File: config.mk
export PLATFORM = sky130hd
export DESIGN_NAME = sram_digital_ctrl_flat
export DESIGN_NICKNAME = d
export VERILOG_FILES = /design/src/rtl/sram_digital_ctrl_if.sv /design/src/rtl/sram_digital_ctrl.sv /design/src/flat_wrapper.sv
export SDC_FILE = /design/constraint.sdc
export NUM_CORES = 1
export LEC_CHECK = 0
export CAP_MARGIN = 5
export CORE_MARGIN = 10
export CORE_UTILIZATION = 40
export DETAILED_ROUTE_END_ITERATION = 16
export PLACE_DENSITY = 0.76
export SYNTH_ARGS = -nofsm -noshare
export SYNTH_HDL_FRONTEND = slang
export SYNTH_SLANG_ARGS = --single-unit
File: constraint.sdc
create_clock -name clk -period 1.69 [get_ports clk]
set_clock_uncertainty 0.05 [all_clocks]
set_input_delay 0.338 -clock clk [delete_from_list [all_inputs] [get_ports clk]]
set_output_delay 0.338 -clock clk [all_outputs]
set_load 0.02 [all_outputs]
File: src/rtl/sram_digital_ctrl_if.sv
// Request/response bus between a master and the SRAM controller.
// Carries the valid/ready request handshake and the read-data return path.
interface sram_digital_ctrl_if #(
  parameter int numRows = 128,
  parameter int numCols = 32
);
  localparam int AW = (numRows > 1) ? $clog2(numRows) : 1;

  logic               rq_wr_i;
  logic               rq_valid_i;
  logic               rq_ready_o;
  logic               rd_valid_o;
  logic [numCols-1:0] rd_data_o;
  logic [numCols-1:0] wr_data_i;
  logic [AW-1:0]      addr_i;

  modport master (
    output rq_wr_i, rq_valid_i, wr_data_i, addr_i,
    input  rq_ready_o, rd_valid_o, rd_data_o
  );

  modport slave (
    input  rq_wr_i, rq_valid_i, wr_data_i, addr_i,
    output rq_ready_o, rd_valid_o, rd_data_o
  );
endinterface

File: src/rtl/sram_digital_ctrl.sv
// SRAM array sequencer: precharge, wordline activate, then write pulse or sense.
// All array-side controls come straight from flops so the macro sees no glitches.
module sram_digital_ctrl #(
  parameter int numRows = 128,
  parameter int numCols = 32
) (
  input  logic                clk,
  input  logic                nrst,
  sram_digital_ctrl_if.slave  bus,
  output logic [numRows-1:0]  WL,
  output logic                PCH,
  output logic [numCols-1:0]  WR_DATA,
  output logic                WRITE,
  output logic [numCols-1:0]  CSEL,
  output logic                SAEN,
  input  logic [numCols-1:0]  SA_OUT
);
  localparam int AW = (numRows > 1) ? $clog2(numRows) : 1;

  typedef enum logic [2:0] {
    IDLE,
    PRECHARGE,
    ACTIVATE,
    WRITE2,
    SENSE
  } state_t;

  state_t             state;
  logic               wr_q;
  logic [AW-1:0]      addr_q;
  logic [numCols-1:0] data_q;
  logic [numRows-1:0] wl_dec;

  // Out-of-range rows decode to no wordline at all.
  always_comb begin
    wl_dec = '0;
    for (int i = 0; i < numRows; i++) begin
      if (addr_q == AW'(i)) wl_dec[i] = 1'b1;
    end
  end

  always_ff @(posedge clk or negedge nrst) begin
    if (!nrst) begin
      state          <= IDLE;
      wr_q           <= 1'b0;
      addr_q         <= '0;
      data_q         <= '0;
      bus.rq_ready_o <= 1'b0;
      bus.rd_valid_o <= 1'b0;
      bus.rd_data_o  <= '0;
      WL             <= '0;
      PCH            <= 1'b0;
      WR_DATA        <= '0;
      WRITE          <= 1'b0;
      CSEL           <= '0;
      SAEN           <= 1'b0;
    end else begin
      bus.rd_valid_o <= 1'b0;
      unique case (state)
        IDLE: begin
          bus.rq_ready_o <= 1'b1;
          if (bus.rq_valid_i && bus.rq_ready_o) begin
            wr_q           <= bus.rq_wr_i;
            addr_q         <= bus.addr_i;
            data_q         <= bus.wr_data_i;
            bus.rq_ready_o <= 1'b0;
            PCH            <= 1'b1;
            state          <= PRECHARGE;
          end
        end
        PRECHARGE: begin
          PCH   <= 1'b0;
          WL    <= wl_dec;
          CSEL  <= '1;
          WRITE <= wr_q;
          if (wr_q) WR_DATA <= data_q;
          state <= ACTIVATE;
        end
        ACTIVATE: begin
          if (wr_q) begin
            state <= WRITE2;
          end else begin
            SAEN  <= 1'b1;
            state <= SENSE;
          end
        end
        WRITE2: begin
          WL             <= '0;
          CSEL           <= '0;
          WRITE          <= 1'b0;
          bus.rq_ready_o <= 1'b1;
          state          <= IDLE;
        end
        SENSE: begin
          WL             <= '0;
          CSEL           <= '0;
          SAEN           <= 1'b0;
          bus.rd_data_o  <= SA_OUT;
          bus.rd_valid_o <= 1'b1;
          bus.rq_ready_o <= 1'b1;
          state          <= IDLE;
        end
        default: state <= IDLE;
      endcase
    end
  end
endmodule

File: src/flat_wrapper.sv
// flat-port wrapper written by rule: the top's interface ports become plain ports
module sram_digital_ctrl_flat 
#(
  parameter int numRows = 128,
  parameter int numCols = 32
)
  (clk, nrst, WL, PCH, WR_DATA, WRITE, CSEL, SAEN, SA_OUT, bus_rq_wr_i, bus_rq_valid_i, bus_wr_data_i, bus_addr_i, bus_rq_ready_o, bus_rd_valid_o, bus_rd_data_o);
  sram_digital_ctrl_if #(.numRows(numRows), .numCols(numCols)) bus_i ();
  input  logic clk;
  input  logic nrst;
  output logic [numRows-1:0] WL;
  output logic PCH;
  output logic [numCols-1:0] WR_DATA;
  output logic WRITE;
  output logic [numCols-1:0] CSEL;
  output logic SAEN;
  input  logic [numCols-1:0] SA_OUT;
  input wire logic [$bits(bus_i.rq_wr_i)-1:0] bus_rq_wr_i;
  input wire logic [$bits(bus_i.rq_valid_i)-1:0] bus_rq_valid_i;
  input wire logic [$bits(bus_i.wr_data_i)-1:0] bus_wr_data_i;
  input wire logic [$bits(bus_i.addr_i)-1:0] bus_addr_i;
  output wire logic [$bits(bus_i.rq_ready_o)-1:0] bus_rq_ready_o;
  output wire logic [$bits(bus_i.rd_valid_o)-1:0] bus_rd_valid_o;
  output wire logic [$bits(bus_i.rd_data_o)-1:0] bus_rd_data_o;
  assign bus_i.rq_wr_i = bus_rq_wr_i;
  assign bus_i.rq_valid_i = bus_rq_valid_i;
  assign bus_i.wr_data_i = bus_wr_data_i;
  assign bus_i.addr_i = bus_addr_i;
  assign bus_rq_ready_o = bus_i.rq_ready_o;
  assign bus_rd_valid_o = bus_i.rd_valid_o;
  assign bus_rd_data_o = bus_i.rd_data_o;
  sram_digital_ctrl #(.numRows(numRows), .numCols(numCols)) u_core (.clk(clk), .nrst(nrst), .bus(bus_i), .WL(WL), .PCH(PCH), .WR_DATA(WR_DATA), .WRITE(WRITE), .CSEL(CSEL), .SAEN(SAEN), .SA_OUT(SA_OUT));
endmodule
==> flow_summary.json <==
{
  "status": "finished with violations",
  "violations": "setup timing",
  "layout.nets": 1065,
  "antenna_found_initial": 0,
  "netlist_area_sq_um": 9265,
  "crit_path_end_kind": "flop",
  "n_fill_cell": 1665,
  "synthArstFlopShare": 1.000,
  "tritoncts": "built",
  "grt.overflow.total": 0,
  "ys_types": 37,
  "start_util": 0.4080,
  "drv_cap": 0,
  "syn_area_per_cell_sq_um": 14.82,
  "die_h_um": 172.2,
  "power_mw": 25.99,
  "worstPathRequired_ps": 2080,
  "grt_setup_unrepaired": "yes",
  "synth_edf_count": 0,
  "ctsLongestPathBuffers": 3,
  "synthCells": 625,
  "clk_latency_ps": 510,
  "syn_nets": 700,
  "finalCritPeriodShare": 1.060,
  "tightest_slew_ps": 619.2,
  "grt_usage": 0.1830,
  "synth_largest_area_cell": "dfrtp_1",
  "highest_layer": "met4",
  "ys_seq_elements": 241,
  "worst-setup-path-type": "flop to flop",
  "dp_hpwl_mm": 19.52,
  "grt_max_degree": 75,
  "wl_met3_mm": 2.399,
  "drtIter0Drc": 528,
  "cp.arrival_ps": 2180,
  "instances_no_fill": 1290,
  "layout_setup_ws_ps": -101.7,
  "area_delta_synth_final_pct": 58.83,
  "synth_most_common_cell": "dfrtp_1",
  "row_count": 55,
  "synth_top_area_frac": 0.6509,
  "synthTopCellsByArea": "dfrtp_1 65%, mux2_2 11%, a22o_1 8.3%",
  "dp_cells": 1196,
  "ios": 304,
  "startpoint_type": "flop",
  "hp-class": "input port to async pin",
  "met2WireLength_mm": 15.61,
  "final_hold_viol_count": 0,
  "period_minus_slack_ps": 1792,
  "powerDensity_nw_per_um2": 1766,
  "wirelength_met1_mm": 12.66,
  "drive_above_1_share": 0.3443,
  "yosysWarnings": 0,
  "vias_per_cell": 5.285,
  "htree_levels": 1,
  "slew_headroom": 0.5868,
  "path_clk_slew_ps": 60,
  "leakage_nw": 7.249,
  "finalSetupViolCount": 129,
  "gp_congestion": 0.7492,
  "port_buffers": 303,
  "worstPathMaxFanout": 6,
  "first_pass_iters": 6,
  "ys_seq_area_frac": 0.6509,
  "synth_common_cells": "241 x dfrtp_1, 93 x mux2_2, 88 x a22o_1",
  "wl_per_cell_um": 24.18,
  "clock-sinks": 241,
  "vias": 6818,
  "slew_violations": 0,
  "drc": 0,
  "fmax_mhz": 558.1,
  "synth_ff_type": "dfrtp_1",
  "antenna_cells": 0,
  "die_w_um": 172.2,
  "grt_pass1_vias": 6849,
  "grt_pass1_wl_mm": 42.35,
  "fp.dieArea_sq_um": 29650,
  "ant_nets": 0,
  "ir_worst_vdd_uv": 1079,
  "coreArea_sq_um": 22710,
  "root_buffer": "clkbuf_16",
  "dp_slack_ps": -466.4,
  "wirelength_mm": 31.19,
  "cts_buffers": 25
}
==> repair_timing <==
action / in CTS / in global routing
hold endpoints to repair: 37 / 0
endpoints found under the setup margin: 359 / 237
cloned: 4 / 25
pin swaps: 2 / 58
gates resized for setup: 395 / 164
setup buffers: 14 / 8
hold buffers: 1 / 0
==> critical path: stages (launching register included) <==
cell and delay [ps]:
dfrtp_2 460, buf_6 140, or3b_4 410, nor3_4 310, buf_6 200, a22o_1 140
==> cell families after synthesis <==
| group | Yosys count | synth area share |
|---|---|---|
| DFF | 241 | 0.6509 |
| muxes | 104 | 0.1264 |
| buffers and inverters | 81 | 0.05469 |
| and+or+nand+nor | 62 | 0.04051 |
| AOI/OAI and AO/OA | 137 | 0.1275 |
==> registers in the layout (all words and copies together) (netlist names) <==
register and count:
u_core.addr_q 7, u_core.PCH 1, u_core.WL 128, u_core.WR_DATA 32, u_core.state 3, u_core.SAEN 1, u_core.bus.rd_valid_o 1, u_core.bus.rq_ready_o 1
u_core.bus.rd_data_o 32, u_core.wr_q 1, u_core.WRITE 1, u_core.data_q 32, u_core.CSEL 1
==> power breakdown <==
group / switching (mW) / internal, mW
clock network: 2.20 / 3.18
logic: 6.14 / 6.22
registers: 0.910 / 7.34
total: 9.25 / 16.7
==> layout by cell type (no fill, tap or decap), drive strengths merged, types with 2 or more instances in the layout <==
cell type | Yosys | final
nor2 | 13 | 14
clkinv | 0 | 3
and3b | 2 | 2
o2bb2ai | 40 | 40
mux2 | 104 | 104
bufinv | 0 | 2
or3b | 2 | 2
o21ai | 2 | 2
nor4 | 3 | 3
inv | 4 | 4
clkinvlp | 0 | 3
o21bai | 2 | 2
nand3b | 2 | 2
clkdlybuf4s15 | 0 | 8
dfrtp | 241 | 241
dlygate4sd2 | 0 | 187
a21oi | 2 | 2
clkdlybuf4s50 | 0 | 73
nor3 | 10 | 10
nand2b | 5 | 5
nor3b | 3 | 3
a22o | 88 | 88
or2 | 6 | 6
buf | 71 | 132
clkbuf | 6 | 47
nand2 | 11 | 11
==> metal layers <==
metal / vias up / track usage
met4: 0 / 0.04573
met5: - / 0
li1: 3015 / -
met1: 3473 / 0.2361
met3: 38 / 0.04469
met2: 292 / 0.3026
==> worst paths after layout <==
check | start | end | slack (ps) | depth (start not counted)
max in group asynchronous | nrst | u_core.CSEL[30] | 710 | 3
max reg2reg | u_core.state[1] | u_core.WL[90] | -100 | 5
min | nrst | u_core.WL[63] | 280 | 2
max | u_core.state[1] | u_core.WL[90] | -100 | 5
min reg2reg | u_core.WL[103] | u_core.WL[103] | 440 | 1
min in group clk | SA_OUT[27] | u_core.bus.rd_data_o[27] | 390 | 2
==> through the flow <==
stage	setup TNS, ps	utilization	cell area, sq um	hold slack, ps
3_5_place_dp	-19310	0.5599	12710	235.4
3_3_place_gp	-19550	0.5599	12710	230.6
6_report	-5725	0.6480	14720	276.5
2_1_floorplan	0	-	9273	-7.591
5_1_grt	-13460	0.6480	14720	301.6
4_1_cts	-4280	0.5969	13550	283.2
==> layout make-up <==
class                           instances  area [sq um]  share of cell area
Clock buffer                           34         699.4             0.04753
Clock inverter                          8         97.59            0.006632
Timing Repair Buffer                  414          4308              0.2927
Inverter                                4         15.01            0.001020
Sequential cell                       241          6036              0.4102
Tap cell                              285         356.6             0.02423
Multi-Input combinational cell        304          3203              0.2177
Power figures use the tool's default switching activity.
